--- src/rtl/sol32_pkg.sv ---
// Shared types and constants for the sol32 memory arbiter: FSM states,
// access-width encodings and the default acknowledge timeout.
package sol32_pkg;

    typedef enum logic [1:0] {
        IDLE  = 2'b00,
        FETCH = 2'b01,
        DATA  = 2'b10,
        DONE  = 2'b11
    } state_t;

    localparam logic [1:0] WIDTH_BYTE = 2'b00;
    localparam logic [1:0] WIDTH_HALF = 2'b01;
    localparam logic [1:0] WIDTH_WORD = 2'b10;

    localparam int DEFAULT_TIMEOUT = 255;

endpackage

--- src/rtl/sol32_ack_timer.sv ---
// Counts cycles a memory request waits for its acknowledge; expired is
// combinational and fires in the cycle the count would reach TIMEOUT.
module sol32_ack_timer #(
    parameter int TIMEOUT = 255
) (
    input  logic clk,
    input  logic rst,
    input  logic clear,
    input  logic enable,
    output logic expired
);

    localparam logic [7:0] LAST = 8'(TIMEOUT - 1);

    logic [7:0] count;

    always_ff @(posedge clk or posedge rst) begin
        if (rst) begin
            count <= '0;
        end else if (clear) begin
            count <= '0;
        end else if (enable) begin
            count <= count + 8'd1;
        end
    end

    // Firing on the increment that lands on TIMEOUT keeps MemReq high for exactly TIMEOUT cycles.
    assign expired = enable && (count == LAST);

endmodule

--- src/rtl/sol32_mem_arbiter.sv ---
// Round-robin arbiter sharing one memory port between fetch and data requesters.
// Grant to MemReq in one cycle; Valid one cycle after MemAck or timeout; DONE blocks re-arbitration.
module sol32_mem_arbiter
    import sol32_pkg::*;
#(
    parameter int TIMEOUT = DEFAULT_TIMEOUT
) (
    input  logic        Clock,
    input  logic        Reset,
    input  logic        IfReq,
    input  logic [31:0] IfAddr,
    output logic [31:0] IfData,
    output logic        IfValid,
    input  logic        DReq,
    input  logic        DWrite,
    input  logic [1:0]  DWidth,
    input  logic [31:0] DAddr,
    input  logic [31:0] DWData,
    output logic [31:0] DRData,
    output logic        DValid,
    output logic        BusError,
    output logic        Stall,
    output logic        MemReq,
    output logic        MemWrite,
    output logic [1:0]  MemWidth,
    output logic [31:0] MemAddr,
    output logic [31:0] MemWData,
    input  logic [31:0] MemRData,
    input  logic        MemAck
);

    state_t      state;
    logic        last_fetch;
    logic        grant_data;
    logic        grant_fetch;
    logic        timer_en;
    logic        expired;
    logic [31:0] rdata;

    // With both pending, data wins unless data was the last one served.
    assign grant_data  = (state == IDLE) && DReq && (!IfReq || last_fetch);
    assign grant_fetch = (state == IDLE) && IfReq && !grant_data;
    assign timer_en    = MemReq && !MemAck;

    assign Stall  = (IfReq | DReq) & ~(IfValid | DValid);
    assign IfData = rdata;
    assign DRData = rdata;

    sol32_ack_timer #(
        .TIMEOUT(TIMEOUT)
    ) u_ack_timer (
        .clk    (Clock),
        .rst    (Reset),
        .clear  (grant_data || grant_fetch),
        .enable (timer_en),
        .expired(expired)
    );

    always_ff @(posedge Clock or posedge Reset) begin
        if (Reset) begin
            state      <= IDLE;
            last_fetch <= 1'b1;
            MemReq     <= 1'b0;
            MemWrite   <= 1'b0;
            MemWidth   <= '0;
            MemAddr    <= '0;
            MemWData   <= '0;
            IfValid    <= 1'b0;
            DValid     <= 1'b0;
            BusError   <= 1'b0;
            rdata      <= '0;
        end else begin
            IfValid  <= 1'b0;
            DValid   <= 1'b0;
            BusError <= 1'b0;
            case (state)
                IDLE: begin
                    if (grant_data) begin
                        state      <= DATA;
                        last_fetch <= 1'b0;
                        MemReq     <= 1'b1;
                        MemWrite   <= DWrite;
                        MemWidth   <= DWidth;
                        MemAddr    <= DAddr;
                        MemWData   <= DWData;
                    end else if (grant_fetch) begin
                        state      <= FETCH;
                        last_fetch <= 1'b1;
                        MemReq     <= 1'b1;
                        MemWrite   <= 1'b0;
                        MemWidth   <= WIDTH_WORD;
                        MemAddr    <= IfAddr;
                        MemWData   <= '0;
                    end
                end
                FETCH, DATA: begin
                    // An ack in the expiry cycle still counts as success.
                    if (MemAck || expired) begin
                        state    <= DONE;
                        MemReq   <= 1'b0;
                        IfValid  <= (state == FETCH);
                        DValid   <= (state == DATA);
                        BusError <= !MemAck;
                        rdata    <= (MemAck && !MemWrite) ? MemRData : '0;
                    end
                end
                DONE: begin
                    state <= IDLE;
                end
                default: begin
                    state <= IDLE;
                end
            endcase
        end
    end

endmodule

--- config.mk ---
export PLATFORM = sky130hd
export DESIGN_NAME = sol32_mem_arbiter
export DESIGN_NICKNAME = d
export VERILOG_FILES = /design/src/rtl/sol32_pkg.sv /design/src/rtl/sol32_ack_timer.sv /design/src/rtl/sol32_mem_arbiter.sv
export SDC_FILE = /design/constraint.sdc
export NUM_CORES = 1
export LEC_CHECK = 0
export CORE_MARGIN = 2
export CORE_UTILIZATION = 42
export CTS_CLUSTER_DIAMETER = 100
export DETAILED_ROUTE_END_ITERATION = 8
export HOLD_SLACK_MARGIN = 0.08
export PLACE_DENSITY = 0.87
export RECOVER_POWER = 50
export SYNTH_ARGS = -nofsm -noshare
export SYNTH_HDL_FRONTEND = slang
export SYNTH_SLANG_ARGS = --single-unit
--- constraint.sdc ---
create_clock -name Clock -period 7.1 [get_ports Clock]
set_input_delay 2.13 -clock Clock [delete_from_list [all_inputs] [get_ports Clock]]
set_output_delay 2.13 -clock Clock [all_outputs]
set_load 0.02 [all_outputs]
==> run summary, run 1 <==
clock sink total = 114
Hold Violations, Final = 0
Synth Instances = 398
Period minus WS final = 5.93 ns
Net Sw Power = 1.40 mW
WHS Endpoint = MemAddr[3]
number of fill cells = 789
RSZ-0062 raised after global routing = no
Max stage delay cell, worst path = dlygate4sd3_1
Worst Tran Pin Value = 3.05 ns
Final TNS setup = 0 ns
GR peak layer = met2
Post-synth EDFFs = 0
vias per std cell = 5.11
worst-case reg-to-reg path depth = 5
Post-synth top flop = dfrtp_1
PD cells = 460 nW/µm²
Pleak = 3.73 nW
asr flop ratio synth = 100%
design area = 7960 µm²
DIE AREA = 12500 µm²
CP max stage delay = 0.70 ns
reg2reg end = state[0]
post-route worst setup slack = 1.17 ns
combinational share of power = 48.5%
setup slack, reg-to-reg = 4.70 ns
Crit Path Class = input pin to output pin
vias post-DR = 4050
Non-Filler Instances = 792
maxcap violations = 1
layout cells sized above 1 = 6.01%
Sequential Power Share = 30.7%
number of DRC markers in iteration 0 = 168
antenna-violating nets left = 0
Clock Tree Root = clkbuf_16
GR met1 Demand/Resource = 26.1%
Buffers on Ports = 271
Post-DP Area = 7450 µm²
Sw Ratio = 38.3%
Num CTS Buffers = 17
#FFs+latches synth = 114
cts hold-fix bufs = 0
clk slew on worst S/H paths = 0.05 ns
Internal Pwr Total = 2.26 mW
IO Pins = 272
first-pass GRT wire length = 21300 µm
Area Overhead vs Synth = 63.1%
GR Util All Layers = 21.8%
row count = 39
CTS tree = yes
Starting Density = 42.9%
Clk pwr share = 20.7%
Rel. slew slack = -104%
routability cong. = 0.791
syn nets = 540
largest net degree at the start of global routing = 72
sequential share of the synthesized area = 58.5%
flip-flop and latch area = 2850 µm²
Post-CTS Resized = 0
count leader, synth = dfrtp_1
status = complete, but fails checks
area of the multi-input gates = 1620 µm²
CP max FO = 4
crit path cell chain = dlygate4sd3_1, nor2_1, nor3_1, clkdlybuf4s50_1
Inst Count DP = 760
Die Span Y = 112 µm
Worst Path Buf+Inv = 2
total power draw = 3.66 mW
Yosys top cell by area = dfrtp_1
die width = 112 µm
Post-Route WL = 13400 µm
Fmax = 0.169 GHz
Clock Latency Late Sink = 0.41 ns
period utilisation layout = 83.5%
Netlist cell types = 37
Synth Warn # = 0
total core area = 11400 µm²
met3 usage = 6.53%
top cells by count, synth = 113 x dfrtp_1, 65 x a22o_1, 37 x nand2_1, 35 x buf_4, 34 x mux2i_1
Inserted Diodes = 0
vias in the first global route = 4132
WL/cell = 16.9 µm
R2R Path Start = state[1]
worst endpoint required time = 4.97 ns
router iterations before antenna repair = 4
Final setup viols = 0
HPWL after DPL = 10000 µm
Avg Cell Area, Syn = 12.3 µm²
H-tree depth = 4
clk buf depth = 2
GR Util met2 = 36.9%
failing checks = max-capacitance violations, max-slew violations
Yosys top cell area share = 57.9%
Mapped Area = 4880 µm²
cell family with most CP delay = buffers and inverters
Hold Path Class = flip-flop to flip-flop
antenna violations before repair = 0
CP arrival = 3.80 ns
number of post-CTS setup repair buffers = 0
DRC = 0
Worst Skew = 0.0113 ns
pre-CTS setup slack = 1.22 ns
Critical Path Source Type = input pin
layout net count = 778
Slew Limit Fails = 72
maximum resistive drop on vdd = 0.000311 V
Synth area leaders = dfrtp_1 58%, a22o_1 12%, mux2i_1 7.0%, buf_4 5.4%, o21ai_0 3.4%
GRT overflow = 0
crit end category = output pin
Hold Path Cell Cnt = 2
Worst Hold Launch = MemAddr[3]
worst max-delay path by stage:
stage                      from  endpoint  slack, ns  cells past startpoint
after floorplan           Reset  BusError       1.96                      1
after global placement     DReq     Stall       1.26                      4
after detailed placement   DReq     Stall       1.22                      4
after CTS                  DReq     Stall       1.21                      4
after global routing       DReq     Stall       1.09                      4
final                      DReq     Stall       1.17                      4
flip-flops by register name, summed over array words and instances, names as in the netlist:
name               cells
IfValid                1
BusError               1
state                  2
MemAddr               32
DRData                32
MemReq                 1
DValid                 1
last_fetch             1
MemWidth               2
u_ack_timer.count      8
MemWData              32
MemWrite               1
cells by family (layout without fill, tap and decap cells):
kind of cell,count (synthesis),after routing,synth area share [%]
AND/OR/NAND/NOR,63,63,6.23
adder cells (fa/ha/maj),6,6,1.54
flip-flops,114,114,58.5
multiplexers,35,35,7.21
buffers and inverters,64,315,8.23
XOR/XNOR,6,6,1.08
AO/OA/AOI/OAI,110,110,17.2
worst reg2reg max path: stages, from the launching register on:
cell and delay (ns):
dfrtp_1 0.38, inv_1 0.12, ha_1 0.34, o211a_1 0.98, a21oi_1 0.17, mux2_2 0.30
layer usage:
metal,share of wire [%],vias up
met2,51,196
met3,7.5,22
li1,-,1871
met1,40,1961
met5,0,-
met4,1.8,0
power groups by stage:
| stage | Sequential, mW | Clock [mW] | Combinational [mW] |
|---|---|---|---|
| finish | 1.13 | 0.759 | 1.78 |
| global route | 1.17 | 0.808 | 1.89 |
| CTS | 1.14 | 0.772 | 1.89 |
| detailed placement | 1.14 | 0 | 1.89 |
| global placement | 1.13 | 0 | 1.85 |
| floorplan | 1.44 | 0 | 0.773 |
layout make-up:
cell class,count,area share [%]
Timing Repair Buffer,274,34.4
Inverter,9,0.440
Tap cell,143,2.25
Sequential cell,114,35.9
Multi-Input combinational cell,220,20.4
Clock buffer,32,6.68
per-stage QoR:
step / utilization [%] / hold slack, ns
after global placement: 65.6 / 0.462
after floorplan: - / 0.455
after global routing: 70.0 / 0.503
after CTS: 70.2 / 0.479
after detailed placement: 65.6 / 0.469
final: 70.0 / 0.467
layout by cell type (no fill, tap or decap), drive strengths merged, types with 3 or more instances in the layout:
cell type,n
a22o,67
nand2,38
buf,3
xnor2,3
ha,6
nor3,4
mux2i,34
o21ai,36
nor2,10
dfrtp,113
xor2,3
nand4,3
clkbuf,32
clkdlybuf4s50,168
a21oi,3
dlygate4sd3,103
inv,8
and3,3
No activity file was read; power rests on OpenSTA's default activity.
==> inputs of run 2 (changes only) <==
- CORE_UTILIZATION: 42 -> 39
- PLACE_DENSITY: 0.87 -> 0.81
- clock period: 7.1 -> 5.5 ns (I/O delays scaled with it)
==> run 2 against run 1 <==
  * The run still ends with max-capacitance violations, max-slew violations left
  * Non-clock buffer count rose by 1
  * Clock power rose by 40%
  * Critical path depth did not move
  * Clock skew fell by 0.0033 ns
  * Hold slack improved by 0.0059 ns
  * Setup slack got worse by 0.62 ns
  * Core utilization fell by 3.6 points
  * Sequential power rose by 30%
==> run summary, run 2 (same netlist as run 1, synthesis figures left out) <==
status = complete, but fails checks
failing checks = max-capacitance violations, max-slew violations
total core area = 12100 µm² (+6.5%)
GR Util All Layers = 20.9% (-0.89 points)
Hold Path Class = flip-flop to flip-flop
area of the multi-input gates = 1620 µm² (unchanged)
maxcap violations = 1 (unchanged)
first-pass GRT wire length = 21400 µm (+0.68%)
Clock Latency Late Sink = 0.41 ns (about the same)
H-tree depth = 4 (unchanged)
commonest non-fill, non-tap cell in the layout = clkdlybuf4s50_1
vias in the first global route = 4112 (-0.48%)
design area = 8040 µm² (+1.0%)
Slew Limit Fails = 92 (+28%)
clock sink total = 114 (unchanged)
Pleak = 3.69 nW (-1.2%)
Max stage delay cell, worst path = dlygate4sd3_1
Critical Path Source Type = input pin
Post-Route WL = 14200 µm (+6.2%)
HPWL after DPL = 10400 µm (+3.4%)
layout net count = 779 (+0.13%)
Fmax = 0.202 GHz
CP max stage delay = 0.69 ns (about the same)
router iterations before antenna repair = 4 (unchanged)
crit end category = output pin
IO Pins = 272 (unchanged)
number of fill cells = 927 (+17%)
Final setup viols = 0 (unchanged)
PD cells = 607 nW/µm² (+32%)
Num CTS Buffers = 17 (unchanged)
Post-CTS Resized = 0 (unchanged)
CP arrival = 3.30 ns (-0.50 ns)
commonest cells after routing, fill and taps aside = 207 x clkdlybuf4s50_1, 113 x dfrtp_1, 65 x a22o_1
Worst Tran Pin Value = 1.88 ns (-1.17 ns)
Inserted Diodes = 0 (unchanged)
crit path cell chain = dlygate4sd3_1, nor2_1, nor3_1, clkdlybuf4s50_1
CP max FO = 4 (unchanged)
Worst Path Buf+Inv = 2 (unchanged)
Die Span Y = 116 µm (+3.6%)
DIE AREA = 13400 µm² (+7.4%)
Starting Density = 40.3% (-2.6 points)
Worst Skew = 0.00806 ns (-0.00325 ns)
Buffers on Ports = 271 (unchanged)
routability cong. = 0.777 (-1.8%)
Crit Path Class = input pin to output pin
Final TNS setup = 0 ns (unchanged)
DRC = 0 (unchanged)
WL/cell = 17.3 µm (+2.9%)
clk slew on worst S/H paths = 0.05 ns (about the same)
GRT overflow = 0 (unchanged)
flip-flop and latch area = 2850 µm² (unchanged)
critical path depth = 4 (unchanged)
core occupancy in the finished layout = 66.4% (-3.6 points)
antenna-violating nets left = 0 (unchanged)
Hold Violations, Final = 0 (unchanged)
Non-Filler Instances = 818 (+3.3%)
Inst Count DP = 786 (+3.4%)
Period minus WS final = 4.95 ns
largest net degree at the start of global routing = 92 (+28%)
Area Overhead vs Synth = 64.8%
clk buf depth = 2 (unchanged)
period utilisation layout = 90.0%
vias post-DR = 4024 (-0.64%)
cts hold-fix bufs = 0 (unchanged)
antenna violations before repair = 0 (unchanged)
CTS tree = yes
die width = 116 µm (+3.6%)
setup slack, reg-to-reg = 3.06 ns (-1.64 ns)
Hold Path Cell Cnt = 2 (unchanged)
maximum resistive drop on vdd = 0.000324 V (+4.5%)
worst-case reg-to-reg path depth = 5 (unchanged)
RSZ-0062 raised after global routing = no
Post-DP Area = 7490 µm² (+0.52%)
worst endpoint required time = 3.85 ns (-1.12 ns)
layout cells sized above 1 = 7.38% (+1.4 points)
hold_ws = 0.473 ns (+0.00593 ns)
Rel. slew slack = -25.5% (+79 points)
Clock Tree Root = clkbuf_16
cell family with most CP delay = buffers and inverters
row count = 40 (+2.6%)
number of post-CTS setup repair buffers = 0 (unchanged)
number of DRC markers in iteration 0 = 213 (+27%)
vias per std cell = 4.92 (-3.8%)
[run 2: changes by cell type in the layout (fill, tap and decap cells not counted)]
cell	change
clkbuf_8	-4
clkinv_2	+3
clkinvlp_2	-1
clkbuf_1	-8
bufinv_16	+2
clkdlybuf4s50_1	+39
clkinv_4	+2
inv_2	+1
clkinvlp_4	+6
dlygate4sd3_1	-39
[run 2: metal layers]
layer,global-route usage [%],vias to the layer above,part of all wire [%]
li1,-,1875,-
met1,24.9,1929,39
met2,35.3,197,51
met3,7.06,23,7.9
met4,7.46,0,2.1
met5,0,-,0
[run 2: final cells by class]
cell class	instances	area share, %
Clock inverter	13	1.71
Clock buffer	19	5.51
Inverter	9	0.420
Tap cell	168	2.61
Multi-Input combinational cell	220	20.2
Sequential cell	114	35.5
Timing Repair Buffer	275	34.1
[run 2: worst min-delay path, delay by kind of cell, from the launching register on]
| kind | cells | cell delay [ns] |
|---|---|---|
| and+or+nand+nor | 1 | 0.04 |
| AOI/OAI and AO/OA | 1 | 0.05 |
| DFF | 1 | 0.34 |
[run 2: worst paths after layout]
path	from	endpoint
min	MemAddr[31]	MemAddr[31]
max reg2reg	state[0]	state[0]
min in group asynchronous	Reset	DRData[2]
max in group asynchronous	Reset	MemWData[13]
max	DReq	Stall
min reg2reg	MemAddr[31]	MemAddr[31]
[run 2: metrics by stage]
step / setup slack (ns) / total power, mW
global route: 0.488 / 5.15
detailed placement: 0.618 / 3.92
finish: 0.551 / 4.88
global placement: 0.603 / 3.85
CTS: 0.616 / 5.02
floorplan: 0.836 / 2.86
[run 2: where the power goes]
part,switching (mW),internal [mW]
Clock,0.385,0.676
Combinational,1.24,1.12
Sequential,0.251,1.22
Total,1.88,3.01
==> inputs of run 3 (changes only) <==
- ABC_AREA: unset -> 0
==> results of run 3 <==
The final DEF is identical to that of run 2; final timing and power are the same.
